<file path="src/rtl/riscv_lsu.sv">
// Load/store unit between the core datapath and a single-port data memory.
// Two-state handshake FSM; byte lanes, store replication and load extension are combinational.
module riscv_lsu (
  input  logic        clk_i,
  input  logic        rst_i,
  input  logic        core_req_i,
  input  logic        core_we_i,
  input  logic [2:0]  core_size_i,
  input  logic [31:0] core_addr_i,
  input  logic [31:0] core_wd_i,
  output logic [31:0] core_rd_o,
  output logic        core_stall_o,
  output logic        mem_req_o,
  output logic        mem_we_o,
  output logic [3:0]  mem_be_o,
  output logic [31:0] mem_addr_o,
  output logic [31:0] mem_wd_o,
  input  logic [31:0] mem_rd_i,
  input  logic        mem_ready_i
);

  typedef enum logic {
    S_IDLE = 1'b0,
    S_BUSY = 1'b1
  } state_t;

  localparam logic [2:0] SZ_B  = 3'd0;
  localparam logic [2:0] SZ_H  = 3'd1;
  localparam logic [2:0] SZ_W  = 3'd2;
  localparam logic [2:0] SZ_BU = 3'd4;
  localparam logic [2:0] SZ_HU = 3'd5;

  state_t      r_state;
  state_t      w_state_nxt;
  logic        w_mem_req;
  logic        w_stall;

  function automatic logic [3:0] f_store_be(input logic [2:0] size, input logic [1:0] off);
    logic [3:0] be;
    case (size)
      SZ_B:    be = 4'b0001 << off;
      SZ_H:    be = off[1] ? 4'b1100 : 4'b0011;
      SZ_W:    be = 4'b1111;
      default: be = 4'b0000;
    endcase
    return be;
  endfunction

  function automatic logic [31:0] f_store_data(input logic [2:0] size, input logic [31:0] wd);
    logic [31:0] d;
    case (size)
      SZ_B:    d = {4{wd[7:0]}};
      SZ_H:    d = {2{wd[15:0]}};
      SZ_W:    d = wd;
      default: d = 32'd0;
    endcase
    return d;
  endfunction

  // Misaligned halves/words are not trapped: the low address bits are simply ignored.
  function automatic logic [31:0] f_load_extract(input logic [2:0] size, input logic [1:0] off,
                                                 input logic [31:0] rd);
    logic [7:0]  b;
    logic [15:0] h;
    logic [31:0] r;
    b = rd[{off, 3'b000} +: 8];
    h = off[1] ? rd[31:16] : rd[15:0];
    case (size)
      SZ_B:    r = {{24{b[7]}}, b};
      SZ_BU:   r = {24'd0, b};
      SZ_H:    r = {{16{h[15]}}, h};
      SZ_HU:   r = {16'd0, h};
      SZ_W:    r = rd;
      default: r = 32'd0;
    endcase
    return r;
  endfunction

  always_ff @(posedge clk_i or posedge rst_i) begin
    if (rst_i) begin
      r_state <= S_IDLE;
    end else begin
      r_state <= w_state_nxt;
    end
  end

  // Reset gates the handshake outputs combinationally so an in-flight access dies at once.
  always_comb begin
    w_state_nxt = S_IDLE;
    w_mem_req   = 1'b0;
    w_stall     = 1'b0;
    if (!rst_i && core_req_i) begin
      w_mem_req = 1'b1;
      case (r_state)
        S_IDLE: begin
          w_stall     = 1'b1;
          w_state_nxt = S_BUSY;
        end
        S_BUSY: begin
          w_stall     = !mem_ready_i;
          w_state_nxt = mem_ready_i ? S_IDLE : S_BUSY;
        end
        default: begin
          w_stall     = 1'b0;
          w_state_nxt = S_IDLE;
        end
      endcase
    end
  end

  assign mem_req_o    = w_mem_req;
  assign core_stall_o = w_stall;
  assign mem_we_o     = w_mem_req & core_we_i;
  assign mem_addr_o   = core_addr_i;
  assign mem_be_o     = core_we_i ? f_store_be(core_size_i, core_addr_i[1:0]) : 4'b0000;
  assign mem_wd_o     = f_store_data(core_size_i, core_wd_i);
  assign core_rd_o    = f_load_extract(core_size_i, core_addr_i[1:0], mem_rd_i);

endmodule

</file>
<file path="config.mk">
export PLATFORM = sky130hd
export DESIGN_NAME = riscv_lsu
export DESIGN_NICKNAME = d
export VERILOG_FILES = /design/src/rtl/riscv_lsu.sv
export SDC_FILE = /design/constraint.sdc
export NUM_CORES = 1
export LEC_CHECK = 0
export CAP_MARGIN = 20
export CORE_MARGIN = 2
export CORE_UTILIZATION = 28
export DETAILED_ROUTE_END_ITERATION = 10
export HOLD_SLACK_MARGIN = 0.15
export PLACE_DENSITY = 0.87
export SYNTH_ARGS = -nofsm -noshare
export SYNTH_HDL_FRONTEND = slang
export SYNTH_SLANG_ARGS = --single-unit
export TNS_END_PERCENT = 50
</file>
<file path="constraint.sdc">
create_clock -name clk_i -period 1.65 [get_ports clk_i]
set_clock_uncertainty 0.1 [all_clocks]
set_input_delay 0.33 -clock clk_i [delete_from_list [all_inputs] [get_ports clk_i]]
set_output_delay 0.33 -clock clk_i [all_outputs]
set_load 0.02 [all_outputs]
</file>
### Word-level counts from Yosys, hierarchy flattened

Cells that the tools add are included.

* register bits: 1
* bits of input ports: 104
* output and inout bits: 103
* logic and storage cells: 25

* equality and inequality tests: 4
* shift-type cells: 2
* multiplexer cells: 12
* bitwise logic cells: 2
* reduce and logical (&&, ||, !) cells: 4

Operators with widths (number)
* case mux 32 bit (5 select lines): 1
* case mux 32 bit (3 select lines): 1
* indexed part select 32 x 6 -> 8 bit: 1
* 2-to-1 mux 16 bit: 1
* case mux 4 bit (3 select lines): 1
* 2-to-1 mux 4 bit: 2
* == test 3 bit (second input constant): 2
* 2-to-1 mux 1 bit: 4
* case mux 1 bit (2 select lines): 2
* left shift 1 x 2 -> 4 bit (first input constant): 1
* == test 3 x 1 -> 1 bit (second input constant): 1
* == test 3 x 2 -> 1 bit (second input constant): 1
* zero test 3 bit: 1
* zero test 1 bit: 2
* bitwise AND 1 bit: 1
* logical AND 1 bit: 1
* inverter 1 bit: 1

### Logic depth before layout (Yosys ltp)

* word-level depth: 4
* depth in mapped cells: 5

### Least setup slack after synthesis

OpenSTA, ideal clock, no wires.

* kind: input to output
* start point: in core_size_i[1]
* end point: out core_rd_o[17]
* arrival: 1.504 ns
* slack: -0.284 ns
* cell stages on the path: 5
* path through: buf_2 -> nor2_1 -> a22oi_4 -> buf_6 -> a211oi_1

* cells in the longest elaborated chain, start to end: 2

RTL lines
* start, declared: line 8 `input logic [2:0] core_size_i,`
* == test 3 x 2 -> 1 bit (tied with other cells): line 68 `case (size)`
* case mux 32 bit (5 select lines) (*): line 68
* end, declared: line 11 `output logic [31:0] core_rd_o,`

Mark *: on every way between the ends. The rest lies on a longest branch, timed or not.

### Worst setup path after layout

* start point: in core_addr_i[1]
* end point: out core_rd_o[25]

* cells in the longest elaborated chain, start to end: 2

RTL lines
* start, declared: line 9 `input logic [31:0] core_addr_i,`
* indexed part select 32 x 6 -> 8 bit / 2-to-1 mux 16 bit (equally long branches): line 66, 67
* case mux 32 bit (5 select lines) (*): line 68

Marked as above.

==> run summary <==
Outcome - finished with violations
Failing checks - negative setup slack
WHS - 0.150 ns
Post-synth EDFFs - 0
IO Port Bufs - 146
Pre-antenna DRT Iters - 4
Slowest cell on crit path - mux2_4
Critical path buffers and inverters - 3
Overflow left after global routing - 0
Clock group share of total power - 0%
Tcrit/Tclk final - 119%
Mapped Cells - 274
HPWL Detailed - 6570 µm
Core Area - 6280 µm²
Critical path's top delay family - buffers and inverters
Slew Limit Fails - 0
Setup Viol. Count Final - 51
Clk_lat worst skew - 0 ns
Row cnt - 29
Yosys warning total - 0
Die Ht - 83.9 µm
Setup ws final - -0.314 ns
Least-Margin Pin Slew - 0.308 ns
Endpoints failing hold - 0
IO Count - 207
Kind of end point of the critical path - output port
Worst path depth - 6
Setup Total Neg Slack - -7.79 ns
Synth unique cells - 32
Worst hold path type - in2async
Worst VDD drop - 214 µV
Commonest cells in the synthesized netlist - a21oi_1 (45), buf_4 (38), nand2_1 (38)
Synth Net Count - 378
Top flop regs - r_state x1
GRT Total Usage - 24.0%
WL/cell - 19.9 µm
First-pass GRT wire length - 14100 µm
Share of layout cells above drive strength 1 - 61.6%
Nets - 538
Crit path max fanout - 8
Number of flip-flops in the largest register - 1
Synth Cell Area - 1790 µm²
Post-synthesis sequential area ratio - 1.40%
Detailed Route Iter0 Violations - 199
Synth top area share - 16.0%
FILL cells - 503
N_diodes - 0
Final routed DRC violation total - 0
CP Data Required Time - 1.22 ns
R2R setup slack - 0.94 ns
Post-CTS Hold Fix Bufs - 0
DRT antenna net count - 0
Pwr Density - 334 nW/µm²
Max-Slew Margin vs Limit - 79.5%
Pre-CTS WS - -1.23 ns
P_int - 0.000729 W
# Max-Cap Violations - 0
Final Power - 0.00142 W
Final min period - 1.96 ns
Clock input transition at the sequential cells of the worst setup and hold paths - 0 ns
Vias in the first global route - 2694
Flops & latches, synth - 1
Die area - 7040 µm²
Top reg by flops - r_state
CP Launch Type - input pin
Net Sw Frac - 48.7%
Sequential share of power - 1.9%
Routed WL - 10100 µm
Combinational share of power - 98.1%
Kind of critical path - in2out
Worst setup startpoint - core_addr_i[1]
Avg Cell Area, Syn - 6.53 µm²
Area grow syn2layout - 138%
Largest net degree at the start of global routing - 28
Largest cells by area after synthesis - buf_4 (16%), a21oi_1 (13%), nand2_1 (8.0%), a22oi_1 (7.1%), mux2_2 (6.9%)
Ys flop type - dfrtp_1
Worst r2r src - r_state
Routed via count - 2727
GPL Wtd Cong - 0.826
Vias per cell - 5.36
CP peak stage delay - 0.36 ns
Leak pwr - 1.99 nW
FF-to-FF path depth - 1
RSZ-0062 raised after global routing - true
Leading cell type by number of instances after synthesis - a21oi_1
Fmax - 509 MHz
Critical Path AT - 1.53 ns
NetSw - 0.000693 W
Initial antenna violation count - 0
Worst reg2reg endpoint - r_state
Initial Util - 28.5%
Top cell type by total area after synthesis - buf_4
Die width - 83.9 µm
Post-synthesis async set-or-reset flop share - 100%
Critical-path cell list - buf_12 > mux2_4 > buf_4 > a22oi_1 > a211oi_2 > buf_2
-- cells in the final DEF (no fill, tap or decap), types with 8 or more instances in the layout --
| cell | instances |
|---|---|
| a211oi_2 | 10 |
| a21o_1 | 16 |
| a21oi_1 | 13 |
| a21oi_2 | 27 |
| a22oi_1 | 8 |
| a22oi_2 | 9 |
| and2_1 | 10 |
| buf_12 | 9 |
| buf_2 | 10 |
| buf_4 | 76 |
| buf_6 | 47 |
| clkdlybuf4s50_1 | 19 |
| dlygate4sd2_1 | 40 |
| mux2_4 | 12 |
| nand2_1 | 26 |
-- layout make-up --
cell class                      instances  area (µm²)  share of cell area (%)
Inverter                                7        26.3                   0.617
Multi-Input combinational cell        208        2000                    47.0
Sequential cell                         1        25.0                   0.588
Tap cell                               77        96.3                    2.26
Timing Repair Buffer                  216        2110                    49.5
-- what timing repair did --
item,CTS,global route
buffers inserted,11,4
pin swaps,32,27
gates resized for setup,510,111
cloned,3,3
endpoints found under the setup margin,73,71
-- worst max-delay path by stage --
stage | endpoint | slack (ns)
final | core_rd_o[25] | -0.31
after global routing | core_rd_o[25] | -0.32
after CTS | core_rd_o[26] | -0.27
after detailed placement | core_rd_o[27] | -1.23
after global placement | core_rd_o[6] | -1.17
after floorplan | core_rd_o[16] | -0.14
-- stage by stage --
stage | cells | util (%) | cell area (µm²)
finish | 509 | 67.8 | 4260
global route | 509 | 67.8 | 4260
CTS | 506 | 60.6 | 3810
detailed placement | 493 | 56.7 | 3560
global placement | 493 | 56.7 | 3560
floorplan | 274 | - | 1960
-- power groups by stage --
stage	registers, W	logic (W)	clock network [W]
2_1_floorplan	0.0000266	0.000673	0
6_report	0.0000271	0.00139	0
3_3_place_gp	0.0000267	0.00113	0
4_1_cts	0.0000271	0.00122	0
5_1_grt	0.0000271	0.00146	0
3_5_place_dp	0.0000269	0.00115	0
-- logic make-up (layout without fill, tap and decap cells) --
group | after synthesis | count (layout) | synth area share (%)
AO/OA/AOI/OAI | 113 | 113 | 42.2
buffers and inverters | 66 | 223 | 24.3
flip-flops | 1 | 1 | 1.40
multiplexers | 20 | 21 | 12.3
AND/OR/NAND/NOR | 74 | 74 | 19.8
-- metal layers --
metal  GRT usage [%]  vias up  wire length [µm]
li1                -     1261                 -
met1            29.7     1305              3840
met2            41.5      145              5350
met3            4.65       16               754
met4            7.77        0               173
met5               0        -                 0
(Power assumes the default switching activity.)
